File: src/rtl/regwrite_trace_buffer_pkg.sv
// Shared types for the register write-back trace buffer.
// Defining TRACE_TIMESTAMP_EN adds a 32-bit cycle stamp to every stored entry.
package regwrite_trace_buffer_pkg;

    typedef enum logic [1:0] {
        StIdle   = 2'd0,
        StRun    = 2'd1,
        StPost   = 2'd2,
        StFrozen = 2'd3
    } tr_state_e;

`ifdef TRACE_TIMESTAMP_EN
    localparam int unsigned TsW = 32;
`endif

    // Entry layout, MSB first: {ts, pc, idx, data}; ts exists only with timestamps.
    function automatic int unsigned entry_w(input int unsigned data_w, input int unsigned idx_w);
`ifdef TRACE_TIMESTAMP_EN
        return TsW + 2 * data_w + idx_w;
`else
        return 2 * data_w + idx_w;
`endif
    endfunction

endpackage

File: src/rtl/regwrite_trace_buffer_if.sv
// Write-back capture bus and show-ahead drain port of the trace buffer.
// With TRACE_TIMESTAMP_EN the drain side also carries rd_ts.
interface regwrite_trace_buffer_if #(
    parameter int unsigned DATA_W = 32,
    parameter int unsigned IDX_W  = 5
);
    logic              wb_valid;
    logic [DATA_W-1:0] wb_pc;
    logic [IDX_W-1:0]  wb_idx;
    logic [DATA_W-1:0] wb_data;
    logic              rd_valid;
    logic              rd_ready;
    logic [DATA_W-1:0] rd_pc;
    logic [IDX_W-1:0]  rd_idx;
    logic [DATA_W-1:0] rd_data;
`ifdef TRACE_TIMESTAMP_EN
    logic [31:0]       rd_ts;

    modport master (
        output wb_valid, wb_pc, wb_idx, wb_data, rd_ready,
        input  rd_valid, rd_pc, rd_idx, rd_data, rd_ts
    );
    modport slave (
        input  wb_valid, wb_pc, wb_idx, wb_data, rd_ready,
        output rd_valid, rd_pc, rd_idx, rd_data, rd_ts
    );
`else
    modport master (
        output wb_valid, wb_pc, wb_idx, wb_data, rd_ready,
        input  rd_valid, rd_pc, rd_idx, rd_data
    );
    modport slave (
        input  wb_valid, wb_pc, wb_idx, wb_data, rd_ready,
        output rd_valid, rd_pc, rd_idx, rd_data
    );
`endif

endinterface

File: src/rtl/regwrite_trace_buffer_trace_ram.sv
// Trace storage: synchronous write port, asynchronous read port for show-ahead.
module trace_ram #(
    parameter int unsigned WIDTH = 8,
    parameter int unsigned DEPTH = 16
) (
    input  logic                     clk,
    input  logic                     we,
    input  logic [$clog2(DEPTH)-1:0] waddr,
    input  logic [WIDTH-1:0]         wdata,
    input  logic [$clog2(DEPTH)-1:0] raddr,
    output logic [WIDTH-1:0]         rdata
);

    logic [WIDTH-1:0] mem_q [DEPTH];

    always_ff @(posedge clk) begin
        if (we) begin
            mem_q[waddr] <= wdata;
        end
    end

    assign rdata = mem_q[raddr];

endmodule

File: src/rtl/regwrite_trace_buffer.sv
// Circular trace of register write-back events with PC trigger and post-trigger freeze.
// TRACE_TIMESTAMP_EN stores a free-running cycle count with each entry.
module regwrite_trace_buffer
    import regwrite_trace_buffer_pkg::*;
#(
    parameter int unsigned DATA_W = 32,
    parameter int unsigned IDX_W  = 5,
    parameter int unsigned DEPTH  = 16,
    parameter int unsigned WRAP   = 1,
    parameter int unsigned POST_W = 8
) (
    input  logic                     clk,
    input  logic                     rst,
    input  logic                     clear,
    input  logic                     cap_en,
    regwrite_trace_buffer_if.slave   bus,
    input  logic                     trig_en,
    input  logic [DATA_W-1:0]        trig_pc,
    input  logic [POST_W-1:0]        post_cnt,
    output logic [$clog2(DEPTH):0]   count,
    output logic                     overflow,
    output logic                     frozen
);

    localparam int unsigned AW = $clog2(DEPTH);
    localparam int unsigned CW = AW + 1;
    localparam int unsigned EW = entry_w(DATA_W, IDX_W);

    tr_state_e         state_q, state_d;
    logic [POST_W-1:0] rem_q, rem_d;
    logic [AW-1:0]     wr_ptr_q, wr_ptr_d;
    logic [AW-1:0]     rd_ptr_q, rd_ptr_d;
    logic [CW-1:0]     count_q, count_d;
    logic              overflow_q, overflow_d;

    logic          wb_event, capture, rd_valid, pop, full, we;
    logic [EW-1:0] wdata, rdata;

    assign wb_event = bus.wb_valid && (bus.wb_idx != '0);
    assign capture  = wb_event && ((state_q == StRun) || (state_q == StPost));
    assign rd_valid = (count_q != '0);
    assign pop      = rd_valid && bus.rd_ready;
    assign full     = (count_q == CW'(DEPTH));

    always_comb begin
        state_d    = state_q;
        rem_d      = rem_q;
        wr_ptr_d   = wr_ptr_q;
        rd_ptr_d   = rd_ptr_q;
        count_d    = count_q;
        overflow_d = overflow_q;
        we         = 1'b0;

        unique case (state_q)
            StIdle: begin
                if (cap_en) state_d = StRun;
            end
            StRun: begin
                // The trigger event is captured in this same cycle.
                if (wb_event && trig_en && (bus.wb_pc == trig_pc)) begin
                    if (post_cnt == '0) begin
                        state_d = StFrozen;
                    end else begin
                        state_d = StPost;
                        rem_d   = post_cnt;
                    end
                end else if (!cap_en) begin
                    state_d = StIdle;
                end
            end
            StPost: begin
                if (capture) begin
                    rem_d = rem_q - 1'b1;
                    if (rem_q == POST_W'(1)) state_d = StFrozen;
                end
            end
            StFrozen: ;
            default: state_d = StIdle;
        endcase

        if (capture && (!full || pop || (WRAP != 0))) begin
            we       = 1'b1;
            wr_ptr_d = wr_ptr_q + 1'b1;
        end
        if (capture && full && !pop) overflow_d = 1'b1;

        // An overwrite when full retires the oldest entry just like a pop.
        if (pop || (we && full)) rd_ptr_d = rd_ptr_q + 1'b1;

        if (we && !pop && !full) begin
            count_d = count_q + 1'b1;
        end else if (pop && !we) begin
            count_d = count_q - 1'b1;
        end

        if (clear) begin
            state_d    = StIdle;
            rem_d      = '0;
            wr_ptr_d   = '0;
            rd_ptr_d   = '0;
            count_d    = '0;
            overflow_d = 1'b0;
            we         = 1'b0;
        end
    end

    always_ff @(posedge clk or negedge rst) begin
        if (!rst) begin
            state_q    <= StIdle;
            rem_q      <= '0;
            wr_ptr_q   <= '0;
            rd_ptr_q   <= '0;
            count_q    <= '0;
            overflow_q <= 1'b0;
        end else begin
            state_q    <= state_d;
            rem_q      <= rem_d;
            wr_ptr_q   <= wr_ptr_d;
            rd_ptr_q   <= rd_ptr_d;
            count_q    <= count_d;
            overflow_q <= overflow_d;
        end
    end

`ifdef TRACE_TIMESTAMP_EN
    logic [TsW-1:0] ts_q;

    always_ff @(posedge clk or negedge rst) begin
        if (!rst) begin
            ts_q <= '0;
        end else begin
            ts_q <= ts_q + 1'b1;
        end
    end

    assign wdata     = {ts_q, bus.wb_pc, bus.wb_idx, bus.wb_data};
    assign bus.rd_ts = rd_valid ? rdata[2*DATA_W+IDX_W +: TsW] : '0;
`else
    assign wdata = {bus.wb_pc, bus.wb_idx, bus.wb_data};
`endif

    trace_ram #(
        .WIDTH (EW),
        .DEPTH (DEPTH)
    ) u_ram (
        .clk   (clk),
        .we    (we),
        .waddr (wr_ptr_q),
        .wdata (wdata),
        .raddr (rd_ptr_q),
        .rdata (rdata)
    );

    // Stale storage is masked so an empty buffer presents all zeros.
    assign bus.rd_valid = rd_valid;
    assign bus.rd_data  = rd_valid ? rdata[DATA_W-1:0] : '0;
    assign bus.rd_idx   = rd_valid ? rdata[DATA_W +: IDX_W] : '0;
    assign bus.rd_pc    = rd_valid ? rdata[DATA_W+IDX_W +: DATA_W] : '0;

    assign count    = count_q;
    assign overflow = overflow_q;
    assign frozen   = (state_q == StFrozen);

endmodule

File: src/flat_wrapper.sv
// flat-port wrapper written by rule: the top's interface ports become plain ports
module regwrite_trace_buffer_flat import regwrite_trace_buffer_pkg::*;
#(
    parameter int unsigned DATA_W = 32,
    parameter int unsigned IDX_W  = 5,
    parameter int unsigned DEPTH  = 16,
    parameter int unsigned WRAP   = 1,
    parameter int unsigned POST_W = 8
)
  (clk, rst, clear, cap_en, trig_en, trig_pc, post_cnt, count, overflow, frozen, bus_wb_valid, bus_wb_pc, bus_wb_idx, bus_wb_data, bus_rd_ready, bus_rd_valid, bus_rd_pc, bus_rd_idx, bus_rd_data);
  regwrite_trace_buffer_if #(.DATA_W(DATA_W), .IDX_W(IDX_W)) bus_i ();
  input  logic clk;
  input  logic rst;
  input  logic clear;
  input  logic cap_en;
  input  logic trig_en;
  input  logic [DATA_W-1:0] trig_pc;
  input  logic [POST_W-1:0] post_cnt;
  output logic [$clog2(DEPTH):0] count;
  output logic overflow;
  output logic frozen;
  input wire logic [$bits(bus_i.wb_valid)-1:0] bus_wb_valid;
  input wire logic [$bits(bus_i.wb_pc)-1:0] bus_wb_pc;
  input wire logic [$bits(bus_i.wb_idx)-1:0] bus_wb_idx;
  input wire logic [$bits(bus_i.wb_data)-1:0] bus_wb_data;
  input wire logic [$bits(bus_i.rd_ready)-1:0] bus_rd_ready;
  output wire logic [$bits(bus_i.rd_valid)-1:0] bus_rd_valid;
  output wire logic [$bits(bus_i.rd_pc)-1:0] bus_rd_pc;
  output wire logic [$bits(bus_i.rd_idx)-1:0] bus_rd_idx;
  output wire logic [$bits(bus_i.rd_data)-1:0] bus_rd_data;
  assign bus_i.wb_valid = bus_wb_valid;
  assign bus_i.wb_pc = bus_wb_pc;
  assign bus_i.wb_idx = bus_wb_idx;
  assign bus_i.wb_data = bus_wb_data;
  assign bus_i.rd_ready = bus_rd_ready;
  assign bus_rd_valid = bus_i.rd_valid;
  assign bus_rd_pc = bus_i.rd_pc;
  assign bus_rd_idx = bus_i.rd_idx;
  assign bus_rd_data = bus_i.rd_data;
  regwrite_trace_buffer #(.DATA_W(DATA_W), .IDX_W(IDX_W), .DEPTH(DEPTH), .WRAP(WRAP), .POST_W(POST_W)) u_core (.clk(clk), .rst(rst), .clear(clear), .cap_en(cap_en), .bus(bus_i), .trig_en(trig_en), .trig_pc(trig_pc), .post_cnt(post_cnt), .count(count), .overflow(overflow), .frozen(frozen));
endmodule
File: config.mk
export PLATFORM = sky130hd
export DESIGN_NAME = regwrite_trace_buffer_flat
export DESIGN_NICKNAME = d
export VERILOG_FILES = /design/src/rtl/regwrite_trace_buffer_pkg.sv /design/src/rtl/regwrite_trace_buffer_if.sv /design/src/rtl/regwrite_trace_buffer_trace_ram.sv /design/src/rtl/regwrite_trace_buffer.sv /design/src/flat_wrapper.sv
export SDC_FILE = /design/constraint.sdc
export NUM_CORES = 1
export LEC_CHECK = 0
export ABC_AREA = 1
export CORE_UTILIZATION = 30
export DETAILED_ROUTE_END_ITERATION = 8
export GPL_ROUTABILITY_DRIVEN = 0
export PLACE_DENSITY_LB_ADDON = 0.08
export RECOVER_POWER = 50
export SYNTH_ARGS = -nofsm -noshare
export SYNTH_HDL_FRONTEND = slang
export SYNTH_SLANG_ARGS = --single-unit
File: constraint.sdc
create_clock -name clk -period 4.6 [get_ports clk]
set_clock_uncertainty 0.1 [all_clocks]
set_input_delay 0.46 -clock clk [delete_from_list [all_inputs] [get_ports clk]]
set_output_delay 0.46 -clock clk [all_outputs]
set_load 0.005 [all_outputs]
==> results.txt <==
----------------------------------------------------
[Timing]
  F_max ... 231 MHz
  Max-slew headroom at the worst pin ... -7.95%
  Final-report max-slew violation count ... 25
  Share of the clock period used by the worst path after layout ... 93.9%
  Number of endpoints failing setup at the final stage ... 0
  Setup ws final ... 279 ps
  Setup repair after global routing missed its margin ... no
  Shortest period the worst path allows ... 4320 ps
  Fin. Hold Viols ... 0
  Aggregate negative setup slack ... 0 ps
  Transition time at the pin with the least slew margin ... 1620 ps

[Setup path]
  Total buffers and inverters traversed by the critical path ... 3
  Critical path's largest stage delay ... 630 ps
  Cell Chain, Critical Path ... clkinv_16, buf_4, nor2_1, o221ai_1, nand3_1, a21oi_1, clkdlybuf4s50_1
  Critical Path RT ... 4040 ps
  Worst path slowest cell ... sky130_fd_sc_hd__dfrtp_4
  Type of element launching the critical path ... register
  Worst reg2reg path startpoint ... u_core.state_q[0]$_DFFE_PN0P_
  Worst Reg2Reg Path Length in Cells ... 7
  Data arrival time of the critical path ... 3760 ps
  Kind of critical path ... register to output pin
  Worst reg2reg setup slack ... 1010 ps
  Kind of capture point of the worst setup path ... output pin
  Crit Reg-Reg Endpoint ... u_core.u_ram.mem_q[14][12]$_DFFE_PP_
  Crit-path leading delay family ... buffers and inverters
  Crit path max fanout ... 129

[Power and ir drop]
  Maximum VDD drop ... 0.391 mV
  Part of the power in the clock network ... 37.1%
  Net load switching power ... 8.18 mW
  P_leak ... 17.1 nW
  Sequential fraction of design power ... 41.7%
  Power density over the cells ... 514 nW/um^2
  Final Power ... 27.7 mW
  Power share of the combinational group ... 21.2%
  Switching fraction of total power ... 29.6%
  Cell Int Power ... 19.5 mW

[Synthesis]
  EDFF count, synth ... 1104
  Average footprint of a synthesized cell ... 13.4 sq um
  Instance count of the mapped netlist ... 3356
  Mapped Nets ... 3488
  Synth Cell Area ... 45100 sq um
  Async set-reset flop share out of synthesis ... 2.13%
  Seq cells post-synth ... 1128
  Biggest area contributors in the synthesized netlist ... sky130_fd_sc_hd__edfxtp_1, sky130_fd_sc_hd__o21ai_0, sky130_fd_sc_hd__nor2_1
  Number of warnings printed during yosys synthesis ... 0
  Count of unique library cells instantiated by Yosys ... 39
  Fraction of the yosys area taken by sequential cells ... 74.9%
  Primary FF master, synth ... sky130_fd_sc_hd__edfxtp_1
  Post-synth top area share ... 73.6%
  Most area-hungry cell type in the Yosys netlist ... sky130_fd_sc_hd__edfxtp_1

[CTS]
  Clock Tree Root ... sky130_fd_sc_hd__clkbuf_16
  CTS H-tree depth ... 4
  Clock tree from TritonCTS ... yes
  Later-pin clock latency in the skew report ... 760 ps
  Number of buffers inserted during clock tree synthesis ... 133
  Clock-pin transition on the worst setup and hold timing paths ... 60 ps
  Maximum number of buffers from clock root to sink ... 3
  Clock sink count ... 1128

[Final layout]
  Growth of design area from synthesis to finish ... 19.5%
  Post-route insts no fill ... 5660
  Fraction of final layout cells with drive strength greater than 1 ... 8.07%
  Layout net count ... 3692
  Most common library cell in the layout ignoring fill and taps ... sky130_fd_sc_hd__edfxtp_1
  Filler cell count ... 14329
  Top library cells by usage in the layout, fill and taps aside ... sky130_fd_sc_hd__edfxtp_1, sky130_fd_sc_hd__nor2_1, sky130_fd_sc_hd__o21ai_0, sky130_fd_sc_hd__o221ai_1, sky130_fd_sc_hd__clkbuf_16

[GRT]
  Vias in the first global route ... 28682
  Initial antenna violation count ... 5
  Overall track demand over capacity in global routing ... 18.4%
  Maximum number of pins on one net before global-route repair ... 152
  Global-route wire length before repair ... 204000 um
  Remaining global-route overflow ... 0

[Floorplan]
  Width of the die ... 390 um
  Number of top-level pins ... 193
  Die area ... 152000 sq um
  Starting utilization of the core area ... 30.4%
  Die Ht ... 390 um
  Standard-cell rows ... 141
  Core Footprint ... 148000 sq um

[Hold path]
  Count of cells along the worst hold path ... 3
  Hold path startpoint ... post_cnt[2]
  Class of the most critical hold timing path ... primary input to register
  End point of the most critical hold path ... u_core.rem_q[2]$_DFFE_PN0P_

[Flow run]
  Number of max-capacitance violations reported ... 1

[Routing]
  Average routed wire per standard cell ... 24.8 um
  Number of vias per cell after detailed routing ... 5.05
  Final WL ... 140000 um
  First-pass iteration count of the detailed router ... 5
  Drc violations ... 0
  Antenna-violating nets left ... 0
  Vias ... 28561
  Initial DRC count ... 2213

[Run status]
  Violations in the final reports ... max-capacitance violations, max-slew violations
  Run status ... finished, violations left

[Placed design]
  DP HPWL ... 76700 um
  Placement-stage worst setup slack ... 708 ps
  Total instance count after detailed placement ... 5425
  Port buffer count ... 192

----------------------------------------------------
[metal layers]
metal | share of wire (%) | global-route usage [%] | up-vias | wire, um
met4 | 1.9 | 4.77 | 2 | 2680
li1 | - | - | 13132 | -
met1 | 47 | 25.8 | 14595 | 65600
met2 | 47 | 29.5 | 660 | 66100
met5 | 0.010 | 0 | - | 14
met3 | 4.2 | 3.03 | 172 | 5940
[synthesized netlist by cell type (2+ instances only)]
library cell,n
sky130_fd_sc_hd__o221ai_1,199
sky130_fd_sc_hd__clkinv_1,2
sky130_fd_sc_hd__o211ai_1,81
sky130_fd_sc_hd__edfxtp_1,1104
sky130_fd_sc_hd__or2_2,3
sky130_fd_sc_hd__nor4_1,2
sky130_fd_sc_hd__nand4_1,3
sky130_fd_sc_hd__o21ai_2,8
sky130_fd_sc_hd__a21oi_1,82
sky130_fd_sc_hd__nand3b_1,2
sky130_fd_sc_hd__nor3_1,2
sky130_fd_sc_hd__o21ai_1,11
sky130_fd_sc_hd__o21ai_0,562
sky130_fd_sc_hd__nand3_1,79
sky130_fd_sc_hd__o22ai_1,81
sky130_fd_sc_hd__inv_1,83
sky130_fd_sc_hd__clkbuf_1,173
sky130_fd_sc_hd__buf_6,20
sky130_fd_sc_hd__a31oi_1,2
sky130_fd_sc_hd__inv_2,3
sky130_fd_sc_hd__dfrtp_1,24
sky130_fd_sc_hd__clkbuf_2,2
sky130_fd_sc_hd__buf_4,9
sky130_fd_sc_hd__xor2_1,3
sky130_fd_sc_hd__buf_1,2
sky130_fd_sc_hd__nand2_1,126
sky130_fd_sc_hd__nor2_1,627
sky130_fd_sc_hd__ha_1,15
sky130_fd_sc_hd__buf_2,34
sky130_fd_sc_hd__xnor2_1,3
[cell type report]
cell class                      instances  area [sq um]  share of cell area (%)
Timing Repair Buffer                  310          3100                    5.76
Multi-Input combinational cell       1898          9930                    18.4
Clock inverter                         59           541                    1.00
Inverter                               89           380                   0.706
Antenna cell                            1          2.50                 0.00465
Tap cell                             2002          2500                    4.65
Sequential cell                      1128         33800                    62.7
Clock buffer                          173          3630                    6.74
[metrics by stage]
step	area (sq um)	hold slack (ps)	util, %
5_1_grt	53800	317	36.3
2_1_floorplan	45100	64.4	-
3_5_place_dp	49800	404	33.6
3_3_place_gp	49800	412	33.6
6_report	53800	327	36.3
4_1_cts	54000	263	36.4
[worst register-to-register path: cells and delay by family (launching register included)]
kind / cells / cell delay, ps
simple gates: 4 / 1120
fa+ha+maj: 1 / 330
flops: 1 / 390
buf+inv: 2 / 1180
[flip-flops by register name, summed over array words and instances (netlist names)]
register / flops
u_core.count: 5
u_core.overflow: 1
u_core.rd_ptr_q: 4
u_core.rem_q: 8
u_core.state_q: 2
u_core.u_ram.mem_q: 1104
u_core.wr_ptr_q: 4
[how the worst max path moves through the flow]
stage	start	to	slack [ps]	depth (start not counted)
5_1_grt	u_core.rd_ptr_q[0]$_DFFE_PN0P_	bus_rd_pc[18]	80	7
3_3_place_gp	bus_wb_pc[22]	u_core.rem_q[0]$_DFFE_PN0P_	690	13
4_1_cts	u_core.rd_ptr_q[0]$_DFFE_PN0P_	bus_rd_idx[2]	0.08	7
2_1_floorplan	clear	u_core.u_ram.mem_q[0][0]$_DFFE_PP_	-90	6
6_report	u_core.rd_ptr_q[0]$_DFFE_PN0P_	bus_rd_idx[2]	280	7
3_5_place_dp	bus_wb_pc[22]	u_core.rem_q[6]$_DFFE_PN0P_	710	13
[kinds of logic after synthesis]
kind of cell / share of synthesized area (%)
xor gates and xnor gates: 0.117
DFF: 74.9
AOI/OAI and AO/OA: 13.9
adders and majority gates: 0.461
and+or+nand+nor: 7.37
buffers and inverters: 3.29
[power groups by stage]
stage / clock network, mW / registers (mW) / logic (mW)
CTS: 10.5 / 11.5 / 6.05
finish: 10.3 / 11.5 / 5.86
global placement: 0 / 11.8 / 6.06
global route: 10.9 / 11.6 / 6.49
floorplan: 0 / 11.7 / 3.17
detailed placement: 0 / 11.8 / 6.02
[repair_timing]
item                                   4_1_cts  5_1_grt
endpoints found under the hold margin       24        0
buffers inserted                             0        1
gates resized for setup                      0        4
hold buffers                                 1        0
setup endpoints to repair                    0        8
(Power assumes the default switching activity.)
